**src/rtl/bcd_chain_timer_if.sv**
```systemverilog
`default_nettype none
// ============================================================================
//  Module   : bcd_chain_timer_if
//  Purpose  : Control and data bundle of the BCD chain timer. The master side
//             (prescaler / host) drives tick, direction, clear and load; the
//             slave side (the timer) returns the BCD count, the wrap pulse and
//             the zero flag.
//  Revision : 1.0 - initial release
// ============================================================================
interface bcd_chain_timer_if #(
    parameter int PAIRS = 2
);
    logic                 tick;
    logic                 up;
    logic                 clear;
    logic                 load;
    logic [8*PAIRS-1:0]   load_val;
    logic [8*PAIRS-1:0]   bcd;
    logic                 wrap;
    logic                 zero;

    modport master (
        output tick,
        output up,
        output clear,
        output load,
        output load_val,
        input  bcd,
        input  wrap,
        input  zero
    );

    modport slave (
        input  tick,
        input  up,
        input  clear,
        input  load,
        input  load_val,
        output bcd,
        output wrap,
        output zero
    );
endinterface
`default_nettype wire

```
**src/rtl/bcd_chain_timer.sv**
```systemverilog
`default_nettype none
// ============================================================================
//  Module   : bcd_chain_timer
//  Purpose  : Synchronous N-pair BCD up/down timer (mm:ss, hh:mm:ss, ...).
//             Digits advance on a qualified tick enable; carries and borrows
//             ripple combinationally through the digit chain so every step
//             lands one cycle after its tick. Supports clear, clamped
//             parallel load and a one-cycle wrap pulse.
//  Options  : BCD_CHAIN_TIMER_SAT_EN - saturate at all-max / all-zero instead
//             of wrapping; wrap then pulses on the step that first reaches
//             the terminal value.
//  Revision : 1.0 - initial release
// ============================================================================
module bcd_chain_timer #(
    parameter int PAIRS  = 2,
    parameter int HI_MAX = 5
) (
    input  wire logic          clk,
    input  wire logic          reset,
    bcd_chain_timer_if.slave   bus
);

    localparam int c_digits = 2 * PAIRS;
    localparam int c_width  = 8 * PAIRS;

    // Registered state
    logic [c_width-1:0]  r_bcd;
    logic                r_wrap;
    logic                r_zero;

    // Per-digit chain results
    logic [c_digits:0]   w_carry;    // w_carry[i]: digits below i are all at max
    logic [c_digits:0]   w_borrow;   // w_borrow[i]: digits below i are all zero
    logic [c_width-1:0]  w_inc;      // value after one up-step
    logic [c_width-1:0]  w_dec;      // value after one down-step
    logic [c_width-1:0]  w_clamp;    // load value with each nibble clamped

    // Next-state selection
    logic [c_width-1:0]  w_bcd_nxt;
    logic                w_wrap_nxt;
    logic                w_zero_nxt;

`ifdef BCD_CHAIN_TIMER_SAT_EN
    logic [c_width-1:0]  w_max_val;  // the all-max terminal pattern
`endif

    // The chain is seeded with an unconditional carry/borrow into digit 0;
    // the tick qualification happens in the next-state mux.
    assign w_carry[0]  = 1'b1;
    assign w_borrow[0] = 1'b1;

    generate
        for (genvar i = 0; i < c_digits; i++) begin : g_digit
            // Odd-index digits are the tens of each pair and stop at HI_MAX
            localparam logic [3:0] c_max = (i % 2 == 1) ? 4'(HI_MAX) : 4'd9;

            logic [3:0] w_d;
            logic [3:0] w_ld;

            assign w_d  = r_bcd[4*i +: 4];
            assign w_ld = bus.load_val[4*i +: 4];

            // Up direction: roll over at max and pass the carry on
            assign w_carry[i+1]    = w_carry[i] & (w_d == c_max);
            assign w_inc[4*i +: 4] = !w_carry[i]     ? w_d  :
                                     (w_d == c_max)  ? 4'd0 :
                                                       w_d + 4'd1;

            // Down direction: underflow to max and pass the borrow on
            assign w_borrow[i+1]   = w_borrow[i] & (w_d == 4'd0);
            assign w_dec[4*i +: 4] = !w_borrow[i]    ? w_d   :
                                     (w_d == 4'd0)   ? c_max :
                                                       w_d - 4'd1;

            // Out-of-range nibbles saturate so no illegal digit can be loaded
            assign w_clamp[4*i +: 4] = (w_ld > c_max) ? c_max : w_ld;

`ifdef BCD_CHAIN_TIMER_SAT_EN
            assign w_max_val[4*i +: 4] = c_max;
`endif
        end
    endgenerate

    // Next-state select with priority clear > load > tick
    always_comb begin
        w_bcd_nxt  = r_bcd;
        w_wrap_nxt = 1'b0;
        if (bus.clear) begin
            w_bcd_nxt = '0;
        end else if (bus.load) begin
            w_bcd_nxt = w_clamp;
        end else if (bus.tick) begin
`ifdef BCD_CHAIN_TIMER_SAT_EN
            // Hold at the terminal value; pulse only on the step that reaches it
            if (bus.up) begin
                if (!w_carry[c_digits]) begin
                    w_bcd_nxt  = w_inc;
                    w_wrap_nxt = (w_inc == w_max_val);
                end
            end else begin
                if (!w_borrow[c_digits]) begin
                    w_bcd_nxt  = w_dec;
                    w_wrap_nxt = (w_dec == '0);
                end
            end
`else
            // Carry/borrow out of the top digit is the full-range wrap
            if (bus.up) begin
                w_bcd_nxt  = w_inc;
                w_wrap_nxt = w_carry[c_digits];
            end else begin
                w_bcd_nxt  = w_dec;
                w_wrap_nxt = w_borrow[c_digits];
            end
`endif
        end
    end

    // Zero flag tracks the value being registered, so it follows bcd exactly
    assign w_zero_nxt = (w_bcd_nxt == '0);

    // Count, wrap and zero registers; asynchronous active-low reset
    always_ff @(posedge clk or negedge reset) begin
        if (!reset) begin
            r_bcd  <= '0;
            r_wrap <= 1'b0;
            r_zero <= 1'b1;
        end else begin
            r_bcd  <= w_bcd_nxt;
            r_wrap <= w_wrap_nxt;
            r_zero <= w_zero_nxt;
        end
    end

    assign bus.bcd  = r_bcd;
    assign bus.wrap = r_wrap;
    assign bus.zero = r_zero;

endmodule
`default_nettype wire
```
**src/flat_wrapper.sv**
```systemverilog
// flat-port wrapper written by rule: the top's interface ports become plain ports
module bcd_chain_timer_flat 
#(
    parameter int PAIRS  = 2,
    parameter int HI_MAX = 5
)
  (clk, reset, bus_tick, bus_up, bus_clear, bus_load, bus_load_val, bus_bcd, bus_wrap, bus_zero);
  bcd_chain_timer_if #(.PAIRS(PAIRS)) bus_i ();
  input  wire logic clk;
  input  wire logic reset;
  input wire logic [$bits(bus_i.tick)-1:0] bus_tick;
  input wire logic [$bits(bus_i.up)-1:0] bus_up;
  input wire logic [$bits(bus_i.clear)-1:0] bus_clear;
  input wire logic [$bits(bus_i.load)-1:0] bus_load;
  input wire logic [$bits(bus_i.load_val)-1:0] bus_load_val;
  output wire logic [$bits(bus_i.bcd)-1:0] bus_bcd;
  output wire logic [$bits(bus_i.wrap)-1:0] bus_wrap;
  output wire logic [$bits(bus_i.zero)-1:0] bus_zero;
  assign bus_i.tick = bus_tick;
  assign bus_i.up = bus_up;
  assign bus_i.clear = bus_clear;
  assign bus_i.load = bus_load;
  assign bus_i.load_val = bus_load_val;
  assign bus_bcd = bus_i.bcd;
  assign bus_wrap = bus_i.wrap;
  assign bus_zero = bus_i.zero;
  bcd_chain_timer #(.PAIRS(PAIRS), .HI_MAX(HI_MAX)) u_core (.clk(clk), .reset(reset), .bus(bus_i));
endmodule
```
**config.mk**
```make
export PLATFORM = sky130hd
export DESIGN_NAME = bcd_chain_timer_flat
export DESIGN_NICKNAME = d
export VERILOG_FILES = /design/src/rtl/bcd_chain_timer_if.sv /design/src/rtl/bcd_chain_timer.sv /design/src/flat_wrapper.sv
export SDC_FILE = /design/constraint.sdc
export NUM_CORES = 1
export LEC_CHECK = 0
export BUFFER_PORTS_ARGS = -buffer_cell sky130_fd_sc_hd__buf_2
export CORE_MARGIN = 2
export CORE_UTILIZATION = 55
export DETAILED_ROUTE_END_ITERATION = 16
export PLACE_DENSITY = 0.86
export SYNTH_ARGS = -nofsm -noshare
export SYNTH_HDL_FRONTEND = slang
export SYNTH_SLANG_ARGS = --single-unit
```
**constraint.sdc**
```tcl
create_clock -name clk -period 4.8 [get_ports clk]
set_clock_uncertainty 0.05 [all_clocks]
set_input_delay 0.96 -clock clk [delete_from_list [all_inputs] [get_ports clk]]
set_output_delay 0.96 -clock clk [all_outputs]
set_load 0.02 [all_outputs]
```
=== Yosys cells after proc, flatten, opt, wreduce, memory -nomap -nowiden ===
Index checks and enable logic that the tools add are counted.

* Register bits: 18
* Bits in latches: 0
* Memory bits (writable): 0
* Bits in read-only memories: 0
* Output and inout port bits: 18
* Memories kept: 0

* Add/sub/neg operators: 8
* Multiply operators: 0
* Divide/modulo/power cells: 0
* Order comparisons: 4
* Equal/unequal tests: 4
* Shift operators: 0
* Mux-type cells: 26
* Bitwise logic cells: 6
* Reduce and logical (&&, ||, !) cells: 5

{| class="wikitable"
|+ Operators by type and width
! cell !! number
|-
| $mux W4 || 18
|-
| $mux W16 || 4
|-
| $add A4 B1 Y4 const B || 4
|-
| $logic_not A16 Y1 || 1
|-
| $logic_not A4 Y1 || 4
|-
| $sub A4 B1 Y4 const B || 4
|-
| $eq A4 B3 Y1 const B || 2
|-
| $eq A4 B4 Y1 const B || 2
|-
| $gt A4 B3 Y1 const B || 2
|-
| $gt A4 B4 Y1 const B || 2
|-
| $and A1 B1 Y1 || 6
|-
| $mux W1 || 4
|}

=== Depth between registers and ports, before layout ===
* Word-level depth: 9
* Gate-level depth with buffers: 10

=== Least setup slack after synthesis ===
No wires, ideal clock.

* Path type: register to register
* Start: register u_core.r_bcd[4] (netlist: u_core.bus.bcd[4])
* End: register u_core.r_zero (netlist: u_core.bus.zero)
* Setup time: 89 ps
* Data arrival time: 3288 ps
* Data required time: 4661 ps
* Slack: 1373 ps
* Cell stages (with the launch flop): 11
* Path through: dfrtp_1 > clkdlybuf4s15_1 > inv_1 > ha_1 > or3b_1 > nor3_2 > a32oi_1 > o311a_4 > or4_1 > or4_1 > nor4b_2

* Longest elaborated chain between the ends: 9

{| class="wikitable"
|+ Ends and longest elaborated chain
! item !! line !! text
|-
| start: declaration || bcd_chain_timer.sv:27 || <nowiki>logic [c_width-1:0] r_bcd;</nowiki>
|-
| start signal: assignment || bcd_chain_timer.sv:129 || <nowiki>r_bcd <= w_bcd_nxt;</nowiki>
|-
| $eq A4 B3 Y1 or $logic_not A4 Y1 (tied branches) || bcd_chain_timer.sv:64, bcd_chain_timer.sv:70 ||
|-
| $and A1 B1 Y1, on equally long branches (2 in a row) || bcd_chain_timer.sv:64, bcd_chain_timer.sv:70 ||
|-
| $mux W4, on equally long branches || bcd_chain_timer.sv:65, bcd_chain_timer.sv:71 ||
|-
| $mux W16 * || bcd_chain_timer.sv:108 || <nowiki>if (bus.up) begin</nowiki>
|-
| $mux W16 * || bcd_chain_timer.sv:92 || <nowiki>end else if (bus.tick) begin</nowiki>
|-
| $mux W16 * || bcd_chain_timer.sv:90 || <nowiki>end else if (bus.load) begin</nowiki>
|-
| $mux W16 * || bcd_chain_timer.sv:88 || <nowiki>if (bus.clear) begin</nowiki>
|-
| net u_core.w_bcd_nxt[12] || bcd_chain_timer.sv:39 || <nowiki>logic [c_width-1:0] w_bcd_nxt;</nowiki>
|-
| $logic_not A16 Y1 * || bcd_chain_timer.sv:120 || <nowiki>assign w_zero_nxt = (w_bcd_nxt == '0);</nowiki>
|-
| net u_core.w_zero_nxt || bcd_chain_timer.sv:41 || <nowiki>logic w_zero_nxt;</nowiki>
|-
| end signal: assignment || bcd_chain_timer.sv:131 || <nowiki>r_zero <= w_zero_nxt;</nowiki>
|-
| end: declaration || bcd_chain_timer.sv:29 || <nowiki>logic r_zero;</nowiki>
|}

Mark *: on every way through the listed nets, which the timed path passes. The rest lies on a longest branch.

=== Final worst setup path ===
* Start: register u_core.r_bcd[0] (netlist: u_core.bus.bcd[0])
* End: register u_core.r_zero (netlist: u_core.bus.zero)

* Longest elaborated chain between the ends: 9

{| class="wikitable"
|+ Ends and longest elaborated chain
! item !! line
|-
| $eq A4 B4 Y1 or $logic_not A4 Y1 (tied branches) || bcd_chain_timer.sv:64, bcd_chain_timer.sv:70
|-
| $and A1 B1 Y1, on equally long branches (2 in a row) || bcd_chain_timer.sv:64, bcd_chain_timer.sv:70
|-
| $mux W4, on equally long branches || bcd_chain_timer.sv:65, bcd_chain_timer.sv:71
|-
| $mux W16 * || bcd_chain_timer.sv:108
|-
| $mux W16 * || bcd_chain_timer.sv:92
|-
| $mux W16 * || bcd_chain_timer.sv:90
|-
| $mux W16 * || bcd_chain_timer.sv:88
|-
| net u_core.w_bcd_nxt[13] || bcd_chain_timer.sv:39
|-
| $logic_not A16 Y1 * || bcd_chain_timer.sv:120
|-
| net u_core.w_zero_nxt || bcd_chain_timer.sv:41
|}

Marked as above.

==> results_dict.tcl <==
set metrics [dict create \
    status "complete, no violations" \
    grt_pass1_vias 1883 \
    synth_top_area_share_pct 21.9 \
    cts_buffer_depth 2 \
    crit_path_end_kind "flop" \
    finalMaxSlewViolations 0 \
    total_power_uw 450 \
    ys_seq_elements 18 \
    setup_viol 0 \
    cp.arrival_ns 3.77 \
    async_flop_share_pct 100 \
    dr.pass1.iters 5 \
    power_frac_seq_pct 40.7 \
    avgViaCountPerCell 6.82 \
    power_frac_clock_pct 22.5 \
    antenna_left 0 \
    cts_hold_buf 0 \
    gr-total-overflow 0 \
    core_area_um2 3360 \
    final_area_um2 2110 \
    rsz0062_at_grt "false" \
    drc 0 \
    die-area_um2 4030 \
    path_max_fanout 10 \
    die_w_um 63.5 \
    nFillCells 326 \
    yosys-top-cells-count "nor2_1 (19), dfrtp_1 (17), o21ai_0 (17)" \
    htree_levels 1 \
    diodes 0 \
    routedWlPerCell_um 18.2 \
    antenna_found_initial 0 \
    final_core_util_pct 62.8 \
    synth_nets 275 \
    cp.required_ns 4.99 \
    die_h_um 63.5 \
    clkTransAtPathRegs_ns 0.12 \
    crit_path_start_kind "flop" \
    vias 2148 \
    fin_crit_ns 3.58 \
    yosys.area.top_type "dfrtp_1" \
    vdd_ir_drop_max_mv 0.134 \
    p_int_uw 269 \
    worst_pin_slew_ns 0.888 \
    fin_setup_tns_ns 0 \
    place_area_um2 2070 \
    hold_violations 0 \
    io_pins 40 \
    p_sw_uw 182 \
    insertion_delay_ns 0.31 \
    synth.area.top_cells "dfrtp_1 (22%), ha_1 (7.7%), o21ai_0 (4.4%)" \
    r2r_slack_ns 1.22 \
    post_cts_buffers 0 \
    portBuffers 39 \
    whs_ns 0.524 \
    critPathKind "reg2reg" \
    numCtsBuffers 3 \
    cts_tree "done" \
    syn_area_um2 1940 \
    start_util_pct 57.8 \
    synth_cell_type_count 63 \
    hp-class "in2async" \
    slew_headroom_pct 40.7 \
    powerDensity_nw_per_um2 213 \
    p_leak_nw 0.921 \
    synth_edf_count 0 \
    period_share_pct 74.6 \
    yosys_most_used_dff "dfrtp_1" \
    syn_area_per_cell_um2 8.07 \
    gp_congestion 0.939 \
    fmax_mhz 279 \
    netlist_instances 241 \
    synth.most_common_cell "nor2_1" \
    yosysSeqAreaShare_pct 23.2 \
    grt_max_degree 31 \
    row_count 21 \
    grt_use_total_pct 29.4 \
    max_cap_violations 0 \
    cts_resized 0 \
    finalWirelength_mm 5.74 \
    pwr-share-comb_pct 36.9 \
    areaGrowthSynthToFinish_pct 8.56 \
    swShare_pct 40.4 \
    final_nets 304 \
    yosys_warnings 0 \
    clock-sinks 18 \
    hpwl_mm 4.10 \
    grt_first_pass_wirelength_mm 9.37 \
    first_iter_violations 333 \
    drive_gt1_share_pct 22.3 \
    clockRootBuffer "clkbuf_4" \
]
-- final timing paths --
path                                         start                  to  cells after the start
worst max register to register   u_core.bus.bcd[0]     u_core.bus.zero                      9
worst min-delay path                         reset  u_core.bus.bcd[10]                      1
worst max-delay path             u_core.bus.bcd[0]     u_core.bus.zero                      9
min in group clk                u_core.bus.bcd[10]  u_core.bus.bcd[10]                      2
worst min register to register  u_core.bus.bcd[10]  u_core.bus.bcd[10]                      2
max in group asynchronous                    reset     u_core.bus.zero                      1
-- power groups by stage --
stage | Clock, mW | Combinational, mW | Sequential [mW]
after global routing | 0.109 | 0.180 | 0.186
after CTS | 0.102 | 0.162 | 0.182
after global placement | 0 | 0.157 | 0.185
after floorplan | 0 | 0.114 | 0.187
final | 0.101 | 0.166 | 0.183
after detailed placement | 0 | 0.160 | 0.185
-- stage by stage --
stage,setup WS [ns],instances
6_report,1.22,315
5_1_grt,0.981,315
4_1_cts,1.24,315
3_5_place_dp,1.21,311
3_3_place_gp,1.24,311
2_1_floorplan,1.37,241
-- critical path, cell delays in order, from the launching register on --
cell and delay, ns:
dfrtp_1 0.50, inv_1 0.09, ha_1 0.21, nor3b_1 0.75, nand3_1 0.30, mux2_2 0.31
a311oi_1 0.12, or3_2 0.50, or4_1 0.43, nor4b_2 0.26
-- per-layer routing --
layer,global-route usage (%),share of wire [%],vias up
met4,14.7,4.6,0
met2,44.9,44,151
met1,38.9,39,976
met5,0,0,-
met3,6.79,12,37
li1,-,-,984
-- final cells by class --
cell class | count | area (µm²) | share of cell area, %
well taps | 46 | 57.6 | 2.73
inverters | 15 | 56.3 | 2.67
repair buffers | 39 | 195 | 9.25
flip-flops and latches | 18 | 452 | 21.4
clock buffers | 4 | 36.3 | 1.72
multi-input cells | 193 | 1310 | 62.2
-- kinds of logic after synthesis --
group / synth area share (%)
AO/OA/AOI/OAI: 26.9
XOR/XNOR: 0.451
adder cells (fa/ha/maj): 7.72
buffers and inverters: 9.20
flip-flops: 23.2
multiplexers: 2.19
AND/OR/NAND/NOR: 30.3
-- registers in the layout (all words and copies together) (netlist names) --
signal           cells
u_core.bus.bcd      16
u_core.bus.wrap      1
u_core.bus.zero      1
-- layout by cell type, fill, tap and decap left out, types with 2 or more instances in the layout --
cell type	netlist	routed
nand4_1	8	8
or3_2	2	2
o22ai_1	4	4
nor3b_1	4	4
a31oi_1	8	8
a21oi_1	16	16
dfrtp_1	17	17
buf_2	1	39
or4_1	3	3
o211ai_1	2	2
nand2_1	10	10
clkbuf_4	0	3
and3b_1	2	2
mux2_2	2	2
a211oi_1	4	4
o21ai_0	17	17
or2_2	2	2
a32o_1	2	2
a311oi_1	5	5
nor2b_1	5	5
nor3_1	10	10
mux2i_1	2	2
and3_1	2	2
nand3_1	10	10
inv_1	15	15
nor4_1	5	5
a2111oi_0	3	3
nor2_1	19	19
and2_1	2	2
or3b_1	2	2
o31ai_1	4	4
ha_1	12	12
nand3b_1	2	2
(Power assumes the default switching activity.)
